### config.mk
export PLATFORM = sky130hd
export DESIGN_NAME = vga_overlay_mixer
export DESIGN_NICKNAME = d
export VERILOG_FILES = /design/src/rtl/vga_overlay_mixer.sv
export SDC_FILE = /design/constraint.sdc
export NUM_CORES = 1
export LEC_CHECK = 0
export BUFFER_PORTS_ARGS = -buffer_cell sky130_fd_sc_hd__buf_2
export CAP_MARGIN = 20
export CELL_PAD_IN_SITES_DETAIL_PLACEMENT = 1
export CELL_PAD_IN_SITES_GLOBAL_PLACEMENT = 1
export CORE_UTILIZATION = 48
export CTS_CLUSTER_SIZE = 28
export DETAILED_ROUTE_END_ITERATION = 6
export GPL_TIMING_DRIVEN = 1
export PLACE_DENSITY_LB_ADDON = 0.1
export SYNTH_ARGS = -nofsm -noshare
export SYNTH_HDL_FRONTEND = slang
export SYNTH_HIERARCHICAL = 1
export SYNTH_SLANG_ARGS = --single-unit
### constraint.sdc
create_clock -name CLOCK_50 -period 7.4 [get_ports CLOCK_50]
set_input_delay 0.37 -clock CLOCK_50 [delete_from_list [all_inputs] [get_ports CLOCK_50]]
set_output_delay 0.37 -clock CLOCK_50 [all_outputs]
set_load 0.02 [all_outputs]
### src/rtl/vga_overlay_mixer.sv
// Frame-buffer to VGA pixel path with a multi-marker overlay.
// Pixel path is a fixed 3-stage pipeline; marker positions arrive as linear
// pixel indices and are turned into (x,y) by one shared restoring divider.

// Per-marker hit test against the current pixel coordinate.
module vga_overlay_marker_hit #(
    parameter int ARM = 8
) (
    input  logic signed [11:0] px,
    input  logic signed [11:0] py,
    input  logic [10:0]        mx,
    input  logic [10:0]        my,
    input  logic [1:0]         mode,
    input  logic               active,
    output logic               hit
);
    logic signed [12:0] dx, dy;
    logic [12:0]        adx, ady;

    // Signed offsets, magnitudes and the mode-dependent shape test
    always_comb begin
        dx  = {px[11], px} - $signed({2'b00, mx});
        dy  = {py[11], py} - $signed({2'b00, my});
        adx = dx[12] ? 13'(-dx) : 13'(dx);
        ady = dy[12] ? 13'(-dy) : 13'(dy);
        hit = 1'b0;
        case (mode)
            2'b00: hit = (dx == 0) || (dy == 0);
            2'b01: hit = ((dx == 0) && (ady <= 13'(ARM))) || ((dy == 0) && (adx <= 13'(ARM)));
            2'b10: hit = (adx <= 13'(ARM)) && (ady <= 13'(ARM)) &&
                         ((adx == 13'(ARM)) || (ady == 13'(ARM)));
            default: hit = 1'b0;
        endcase
        hit = hit && active;
    end
endmodule

module vga_overlay_mixer #(
    parameter int H_ACTIVE = 640,
    parameter int V_ACTIVE = 480,
    parameter int H_OFFSET = 143,
    parameter int V_OFFSET = 35,
    parameter int ADDR_W   = 20,
    parameter int PIX_W    = 8,
    parameter int N_MARK   = 2,
    parameter int ARM      = 8
) (
    input  logic                     CLOCK_50,
    input  logic                     reset,
    input  logic                     ativo,
    input  logic [10:0]              x,
    input  logic [10:0]              y,
    output logic [ADDR_W-1:0]        rd_addr,
    input  logic [PIX_W-1:0]         rd_data,
    input  logic [N_MARK*ADDR_W-1:0] mark_pos,
    input  logic [N_MARK-1:0]        mark_load,
    input  logic [N_MARK-1:0]        mark_en,
    input  logic [N_MARK*2-1:0]      mark_mode,
    input  logic [N_MARK*24-1:0]     mark_color,
    output logic                     mark_busy,
    output logic                     mark_reject,
    output logic [7:0]               vga_r,
    output logic [7:0]               vga_g,
    output logic [7:0]               vga_b
);
    localparam int SEL_W = (N_MARK > 1) ? $clog2(N_MARK) : 1;
    localparam int CNT_W = $clog2(ADDR_W + 1);
    localparam logic [ADDR_W:0] DIVISOR = (ADDR_W + 1)'(H_ACTIVE);

    typedef enum logic [1:0] {S_IDLE, S_LOAD, S_DIV, S_STORE} state_t;

    // Pixel pipeline state
    logic signed [11:0]  px0, py0, px_q, py_q;
    logic                in_frame0;
    logic [ADDR_W-1:0]   rd_addr_d, rd_addr_q;
    logic [1:0]          vld_pipe_q;          // [0]: stage 1, [1]: stage 2
    logic [N_MARK-1:0]   hit_c, hit_q;
    logic [23:0]         rgb_d, rgb_q;
    logic [7:0]          base;

    // Marker loader / divider state
    state_t                           state_d, state_q;
    logic [SEL_W-1:0]                 sel_d, sel_q;
    logic [N_MARK-1:0]                pend_d, pend_q;
    logic [N_MARK-1:0][ADDR_W-1:0]    pend_pos_d, pend_pos_q;
    logic [ADDR_W-1:0]                rem_d, rem_q, quo_d, quo_q;
    logic [ADDR_W:0]                  rem_sh;
    logic [CNT_W-1:0]                 cnt_d, cnt_q;
    logic [N_MARK-1:0][10:0]          mx_d, mx_q, my_d, my_q;
    logic [N_MARK-1:0]                coord_valid_d, coord_valid_q;
    logic                             reject_d, reject_q;

    // Stage 0: raw counters to frame coordinates and read address
    always_comb begin
        px0       = $signed({1'b0, x}) - $signed(12'(H_OFFSET));
        py0       = $signed({1'b0, y}) - $signed(12'(V_OFFSET));
        in_frame0 = ativo && (px0 >= 0) && (px0 < $signed(12'(H_ACTIVE))) &&
                    (py0 >= 0) && (py0 < $signed(12'(V_ACTIVE)));
        rd_addr_d = in_frame0 ? ADDR_W'($unsigned(py0)) * ADDR_W'(H_ACTIVE) + ADDR_W'($unsigned(px0))
                              : rd_addr_q;
    end

    // Stage 1: one hit tester per marker, always on committed coordinates
    for (genvar g = 0; g < N_MARK; g++) begin : g_hit
        vga_overlay_marker_hit #(.ARM(ARM)) u_hit (
            .px     (px_q),
            .py     (py_q),
            .mx     (mx_q[g]),
            .my     (my_q[g]),
            .mode   (mark_mode[g*2 +: 2]),
            .active (mark_en[g] && coord_valid_q[g]),
            .hit    (hit_c[g])
        );
    end

    // Stage 2: greyscale to RGB, lowest-index hit overrides the base colour
    always_comb begin
        base  = 8'(rd_data) << (8 - PIX_W);
        rgb_d = {base, base, base};
        for (int i = N_MARK - 1; i >= 0; i--)
            if (hit_q[i]) rgb_d = mark_color[i*24 +: 24];
        if (!vld_pipe_q[1]) rgb_d = 24'h0;
    end

    // Divider FSM and marker loader next-state
    always_comb begin
        state_d       = state_q;
        sel_d         = sel_q;
        pend_d        = pend_q;
        pend_pos_d    = pend_pos_q;
        rem_d         = rem_q;
        quo_d         = quo_q;
        cnt_d         = cnt_q;
        mx_d          = mx_q;
        my_d          = my_q;
        coord_valid_d = coord_valid_q;
        reject_d      = 1'b0;
        rem_sh        = {rem_q, quo_q[ADDR_W-1]};
        case (state_q)
            S_IDLE: if (|pend_q) begin
                for (int i = N_MARK - 1; i >= 0; i--)
                    if (pend_q[i]) sel_d = SEL_W'(i);
                state_d = S_LOAD;
            end
            S_LOAD: begin
                pend_d[sel_q] = 1'b0;
                quo_d         = pend_pos_q[sel_q];
                rem_d         = '0;
                cnt_d         = '0;
                state_d       = S_DIV;
            end
            S_DIV: begin
                if (rem_sh >= DIVISOR) begin
                    rem_d = ADDR_W'(rem_sh - DIVISOR);
                    quo_d = {quo_q[ADDR_W-2:0], 1'b1};
                end else begin
                    rem_d = rem_sh[ADDR_W-1:0];
                    quo_d = {quo_q[ADDR_W-2:0], 1'b0};
                end
                cnt_d = cnt_q + 1'b1;
                if (cnt_q == CNT_W'(ADDR_W - 1)) state_d = S_STORE;
            end
            default: begin  // S_STORE: commit x/y as a pair, or discard
                if (quo_q < ADDR_W'(V_ACTIVE)) begin
                    mx_d[sel_q]          = rem_q[10:0];
                    my_d[sel_q]          = quo_q[10:0];
                    coord_valid_d[sel_q] = 1'b1;
                end else begin
                    reject_d = 1'b1;
                end
                state_d = S_IDLE;
            end
        endcase
        // New loads come last so a reload during LOAD re-pends the marker
        for (int i = 0; i < N_MARK; i++)
            if (mark_load[i]) begin
                pend_d[i]     = 1'b1;
                pend_pos_d[i] = mark_pos[i*ADDR_W +: ADDR_W];
            end
    end

    // All state registers, synchronous reset
    always_ff @(posedge CLOCK_50) begin
        if (reset) begin
            px_q <= '0; py_q <= '0; rd_addr_q <= '0; vld_pipe_q <= '0;
            hit_q <= '0; rgb_q <= '0;
            state_q <= S_IDLE; sel_q <= '0; pend_q <= '0; pend_pos_q <= '0;
            rem_q <= '0; quo_q <= '0; cnt_q <= '0;
            mx_q <= '0; my_q <= '0; coord_valid_q <= '0; reject_q <= 1'b0;
        end else begin
            px_q <= px0; py_q <= py0; rd_addr_q <= rd_addr_d;
            vld_pipe_q <= {vld_pipe_q[0], in_frame0};
            hit_q <= hit_c; rgb_q <= rgb_d;
            state_q <= state_d; sel_q <= sel_d; pend_q <= pend_d; pend_pos_q <= pend_pos_d;
            rem_q <= rem_d; quo_q <= quo_d; cnt_q <= cnt_d;
            mx_q <= mx_d; my_q <= my_d; coord_valid_q <= coord_valid_d; reject_q <= reject_d;
        end
    end

    assign rd_addr     = rd_addr_q;
    assign mark_busy   = (|pend_q) || (state_q != S_IDLE);
    assign mark_reject = reject_q;
    assign {vga_r, vga_g, vga_b} = rgb_q;
endmodule

**After elaboration in Yosys (flattened, before gate mapping)**

Cells that the tools add are included.

- Register bits: 209
- Word-level logic and storage cells: 138

- Eq/ne operators: 13
- Reductions and logical operators: 43
- Multipliers: 1
- $lt $le $gt $ge: 12
- Mux-type cells: 30
- Add/subtract/negate cells: 13
- Bitwise gates (word level): 5

Operator list:

| cell | count |
|---|---|
| $logic_not A32 Y1 | 4 |
| $pmux W20 S2 | 2 |
| $mux W20 | 3 |
| $eq A13 B4 Y1 const B | 4 |
| $le A13 B4 Y1 const B | 4 |
| $mux W13 | 4 |
| $neg A13 Y13 | 4 |
| $sub A12 B12 Y13 | 4 |
| $mux W24 | 2 |
| $bwmux W22 | 2 |
| $ge A12 B1 Y1 const B | 2 |
| $ge A21 B10 Y1 const B | 1 |
| $add A20 B12 Y20 | 1 |
| $lt A20 B9 Y1 const B | 1 |
| $sub A20 B10 Y20 const B | 1 |
| $logic_and A1 B1 Y1 | 17 |
| $mul A12 B3 Y13 const B | 1 |
| $lt A12 B10 Y1 const B | 1 |
| $lt A12 B11 Y1 const B | 1 |
| $sub A11 B6 Y12 const B | 1 |
| $sub A11 B8 Y12 const B | 1 |
| $demux W11 S1 | 1 |
| $mux W11 | 1 |
| $pmux W5 S2 | 1 |
| 24 further kinds | 53 |

**Longest topological paths before layout**

- Word-level depth: 8
- Depth in mapped cells: 15

**Cells and area by module**

Netlist, hierarchy kept.

Modules (own cells, without submodules):

| module | instances | seq. area each (sq um) | area each (sq um) | cells each |
|---|---|---|---|---|
| vga_overlay_mixer | 1 | 4184.0 | 9600.5 | 1073 |
| vga_overlay_marker_hit at g_hit[0].u_hit | 1 | 0.0 | 2275.9 | 331 |
| vga_overlay_marker_hit at g_hit[1].u_hit | 1 | 0.0 | 1894.3 | 275 |

**Worst setup path after synthesis**

Ideal clock, no wire load.

- Kind: input to register
- Start: input y[0]
- End: register rd_addr_q[19] (netlist: rd_addr[19])
- Path slack: 3.408 ns
- Arrival time: 3.901 ns
- Stages: 15
- Path through: ha_1 -> nor3_1 -> xnor2_1 -> inv_1 -> ha_1 -> inv_1 -> fa_1 -> inv_1 -> ha_1 -> o21a_1 -> o31ai_1 -> a2111oi_2 -> nand4b_4 -> or4_1 -> a311oi_1

- Longest elaborated chain between the ends: 4
- Elaborated cells between the ends (all ways): 7
- Classes of those cells: 2 x add/sub; 1 x mul; 2 x order compare; 2 x reduce/logical

RTL lines:

| element | line | text |
|---|---|---|
| start: declaration | 52 | `input logic [10:0] y,` |
| $sub A11 B6 Y12 (*) | 96 | `py0 = $signed({1'b0, y}) - $signed(12'(V_OFFSET));` |
| named net py0[4] | 73 | `logic signed [11:0] px0, py0, px_q, py_q;` |
| parallel branches: the longest is 3 deep, another holds $add A20 B12 Y20 | - |  |
| end signal: assignment | 191 | `px_q <= px0; py_q <= py0; rd_addr_q <= rd_addr_d;` |
| end: declaration | 75 | `logic [ADDR_W-1:0] rd_addr_d, rd_addr_q;` |

Mark *: on every way through the listed nets, which the timed path passes.
A chain may end at the register's enable or synchronous reset.

**Worst setup path in the final report**

- Start: register py_q[0]
- End: register hit_q[0]

- Longest elaborated chain between the ends: 8
- Elaborated cells between the ends (all ways): 15
- Classes of those cells: 2 x add/sub; 1 x order compare; 1 x eq/ne; 2 x mux; 9 x reduce/logical

RTL lines:

| element | line | text |
|---|---|---|
| start: declaration | 73 |  |
| start signal: assignment | 191 |  |
| $sub A12 B12 Y13 (*) | 23 | `dy = {py[11], py} - $signed({2'b00, my});` |
| $neg A13 Y13 | 25 | `ady = dy[12] ? 13'(-dy) : 13'(dy);` |
| $mux W13 | 25 |  |
| $le A13 B4 Y1 or $eq A13 B4 Y1 (tied branches) | 29, 30, 31 |  |
| $logic_and A1 B1 Y1 (tied with other cells) | 30 | `2'b10: hit = (adx <= 13'(ARM)) && (ady <= 13'(ARM)) &&` |
| $logic_and A1 B1 Y1 or $logic_or A1 B1 Y1 (tied branches) | 30, 29 |  |
| $pmux W1 S3 (*) | 27 | `case (mode)` |
| $logic_and A1 B1 Y1 (*) | 34 | `hit = hit && active;` |
| named net hit_c[0] | 77 | `logic [N_MARK-1:0] hit_c, hit_q;` |
| end signal: assignment | 193 | `hit_q <= hit_c; rgb_q <= rgb_d;` |
| end: declaration | 77 |  |

Mark *: on every way through the listed nets, which the timed path passes. The rest lies on a longest branch.

==> key figures <==
Routing
  – Vias per Instance: 5.78
  – DRT Pass-1 Iters: 4
  – Antenna-violating nets left: 0
  – DR vias: 12.7k
  – DRC viols: 0
  – Drt wl/cell: 18.5 um
  – WL final: 40.8 mm
  – Initial DRC count: 589

Logic synthesis
  – Syn Std Cell Area: 0.0138 mm^2
  – Top FF cell, synth: dfxtp_1
  – Async S/R FF share, synth: 0%
  – Post-synth cell types: 109
  – Gate Count Post-Synth: 1679
  – Sequential element share of the synthesized area: 30.4%
  – EDFF count, synth: 0
  – Syn_area_per_cell: 8.20 um^2
  – Net Count, Synth: 1888
  – FF+latch count, synth: 209
  – Yosys warns: 6

Clocking
  – Clk slew on worst S/H paths: 70 ps
  – CTS root buf: clkbuf_16
  – Num CTS Buffers: 24
  – Later-pin clock latency in the skew report: 530 ps
  – Clock buffer depth: 3
  – Post-CTS setup buffer count: 0
  – Clock H-tree levels: 1
  – Sink Count: 209
  – Post_cts resized: 0
  – # hold bufs at CTS: 0
  – CTS tree: done

Die
  – Total die area: 0.0294 mm^2
  – Die H: 171 um
  – Io pins: 175
  – CORE AREA: 0.0280 mm^2
  – Die width: 171 um
  – Initial Util: 49.2%
  – Row cnt: 61

Status
  – Status: completed

Power
  – Leakage Power: 6.58 nW
  – Pwr Density: 240 mW/mm^2
  – Worst vdd ir: 0.177 mV

Worst setup path
  – Worst Path Required: 7870 ps
  – Critical path class: flop to flop
  – Worst path cell trace: inv_1, ha_1, fa_1, ha_1, nor4bb_1, a311oi_1, a31o_1, a2111o_1, mux2_2, o32a_1, or3_4, o41ai_2, o2111ai_1, nand2_1, nor2b_1
  – Worst Path Max Fanout: 5
  – Slowest CP cell: fa_1
  – Critical Path AT: 4640 ps
  – Critical Path Max Stage Delay: 570 ps
  – Most common cell on crit path: ha_1
  – Startpoint types: flop
  – Setup crit end kind: flop
  – Largest delay share family, worst path: compound AO/OA/AOI/OAI gates
  – Worst path bufs/invs: 1

Run
  – Max cap viols: 0

STA
  – Final number of hold-violating endpoints: 0
  – Slew @ Worst Pin: 1030 ps
  – Clk_skew: 16.6 ps
  – Final worst path period need: 4170 ps
  – Maximum clock rate: 240 MHz
  – Slew HR: 31.2%
  – Max-slew violation count: 0
  – Fin crit share: 56.4%
  – RSZ-0062 raised after global routing: false
  – Setup TNS: 0 ps
  – Setup Viol. Count Final: 0

Global routing
  – Gr usage total: 28.0%
  – Vias in the first global route: 13.2k
  – First-pass GRT wire length: 66.5 mm
  – Largest net degree at the start of global routing: 87
  – Antenna violations before repair: 1
  – Grt ovf: 0

Layout
  – # nets final: 2017
  – Fillers: 3480
  – Layout area overhead: 13.8%
  – Fraction of layout cells with a size suffix above 1: 15.0%
  – Fin cells: 2202
  – # diodes: 0

Worst hold path
  – Hold crit path type: input pin to flop

Place
  – Dpl cells: 2160
  – DP Wirelength: 30.5 mm
  – Port bufs: 174
  – Final RePlAce weighted congestion: 0.907
==> report_power, final <==
group	switching (mW)	internal [mW]	total, mW
combinational	0.765	0.507	1.27
clock	0.491	0.743	1.23
sequential	0.0666	1.19	1.25
==> stage by stage <==
step	area, um^2	worst slack (ps)	power [mW]	hold WS (ps)	util, %
4_1_cts	15700	3260	3.78	44.4	56.0
3_5_place_dp	14900	2840	2.53	428	53.0
3_3_place_gp	14900	3080	2.49	424	53.0
2_1_floorplan	13800	3410	2.22	414	-
5_1_grt	15700	2920	3.96	63.6	56.0
6_report	15700	3230	3.76	64.7	56.0
==> kinds of logic after synthesis <==
logic type,synth area share (%)
mux,9.69
flops,30.4
xor+xnor,5.43
buf+inv,4.92
compound gates,20.0
simple gates,22.0
fa+ha+maj,7.60
==> state kept, by name, summed over array words and instances, names as in the netlist <==
register,count
py_q,12
mx_q,22
vld_pipe_q,2
rem_q,20
cnt_q,5
state_q,2
coord_valid_q,2
hit_q,2
pend_pos_q,40
mark_reject,1
rd_addr,20
px_q,12
sel_q,1
my_q,22
rgb_q,24
quo_q,20
pend_q,2
==> routing by layer <==
layer	routed length [um]	vias up	GRT usage, %	share of wire (%)
met5	0	-	0	0
met1	18600	6146	35.9	46
met4	1090	0	8.66	2.7
met2	19300	263	48.6	47
met3	1760	70	3.50	4.3
li1	-	6256	-	-
==> layout by cell type (no fill, tap or decap), types with 20 or more instances in the layout <==
master / Yosys / routed
nor3_1: 34 / 33
nand2b_1: 38 / 38
inv_1: 90 / 90
o21ai_0: 59 / 59
clkbuf_16: 0 / 24
nand4_1: 21 / 21
nand2_1: 95 / 95
nand3_1: 32 / 32
xor2_1: 32 / 32
nor2b_1: 33 / 33
dfxtp_1: 209 / 209
a31oi_1: 20 / 20
nor2_1: 227 / 227
ha_1: 74 / 73
a21oi_1: 141 / 141
xnor2_1: 42 / 42
mux2i_1: 131 / 131
buf_2: 10 / 173
==> cell usage after synthesis, types with 5 or more instances <==
| cell type | instances | area [um^2] |
|---|---|---|
| a211o_1 | 5 | 43.8 |
| or3_1 | 11 | 68.8 |
| xor2_1 | 32 | 280 |
| a221oi_1 | 7 | 61.3 |
| nor2b_1 | 33 | 206 |
| a31oi_1 | 20 | 125 |
| o21ai_1 | 5 | 25.0 |
| a21o_1 | 16 | 120 |
| nand3b_1 | 6 | 45.0 |
| o211a_1 | 6 | 60.1 |
| o211ai_1 | 18 | 135 |
| nor2_1 | 227 | 852 |
| and2_1 | 12 | 75.1 |
| xnor2_1 | 42 | 368 |
| nor3b_1 | 10 | 75.1 |
| fa_1 | 6 | 120 |
| buf_1 | 10 | 37.5 |
| o31ai_1 | 15 | 113 |
| a311oi_1 | 5 | 43.8 |
| dfxtp_1 | 209 | 4180 |
| clkbuf_1 | 55 | 206 |
| inv_1 | 90 | 338 |
| o2111ai_1 | 9 | 78.8 |
| buf_2 | 10 | 50.1 |
| nand3_1 | 32 | 160 |
| and3b_1 | 6 | 52.6 |
| mux2i_1 | 131 | 1310 |
| ha_1 | 74 | 926 |
| nand2_1 | 95 | 357 |
| a21boi_0 | 5 | 37.5 |
| o21a_1 | 14 | 105 |
| and3_1 | 17 | 106 |
| nor3_1 | 34 | 170 |
| nand4_1 | 21 | 131 |
| o21ai_0 | 59 | 295 |
| or4_1 | 6 | 45.0 |
| a21oi_1 | 141 | 706 |
| o31a_1 | 6 | 52.6 |
| nor4_1 | 17 | 106 |
| a211oi_1 | 18 | 135 |
| nand2b_1 | 38 | 238 |
==> area by class of cell <==
type | count | area (um^2) | share of cell area (%)
multi-input cells | 1300 | 8920 | 56.9
flip-flops and latches | 209 | 4180 | 26.7
repair buffers | 183 | 945 | 6.03
clock buffers | 32 | 671 | 4.28
well taps | 378 | 473 | 3.02
inverters | 90 | 338 | 2.16
clock inverters | 10 | 146 | 0.934
==> final timing paths <==
kind	startpoint	endpoint	slack (ps)	depth (start not counted)
worst max register to register	py_q[0]$_SDFF_PP0_	hit_q[0]$_SDFF_PP0_	3230	15
worst min register to register	vld_pipe_q[0]$_SDFF_PP0_	vld_pipe_q[1]$_SDFF_PP0_	440	1
worst min-delay path	x[10]	px_q[11]$_SDFF_PP0_	60	2
worst max-delay path	py_q[0]$_SDFF_PP0_	hit_q[0]$_SDFF_PP0_	3230	15
Note: power is estimated with default switching activity, not from simulation.
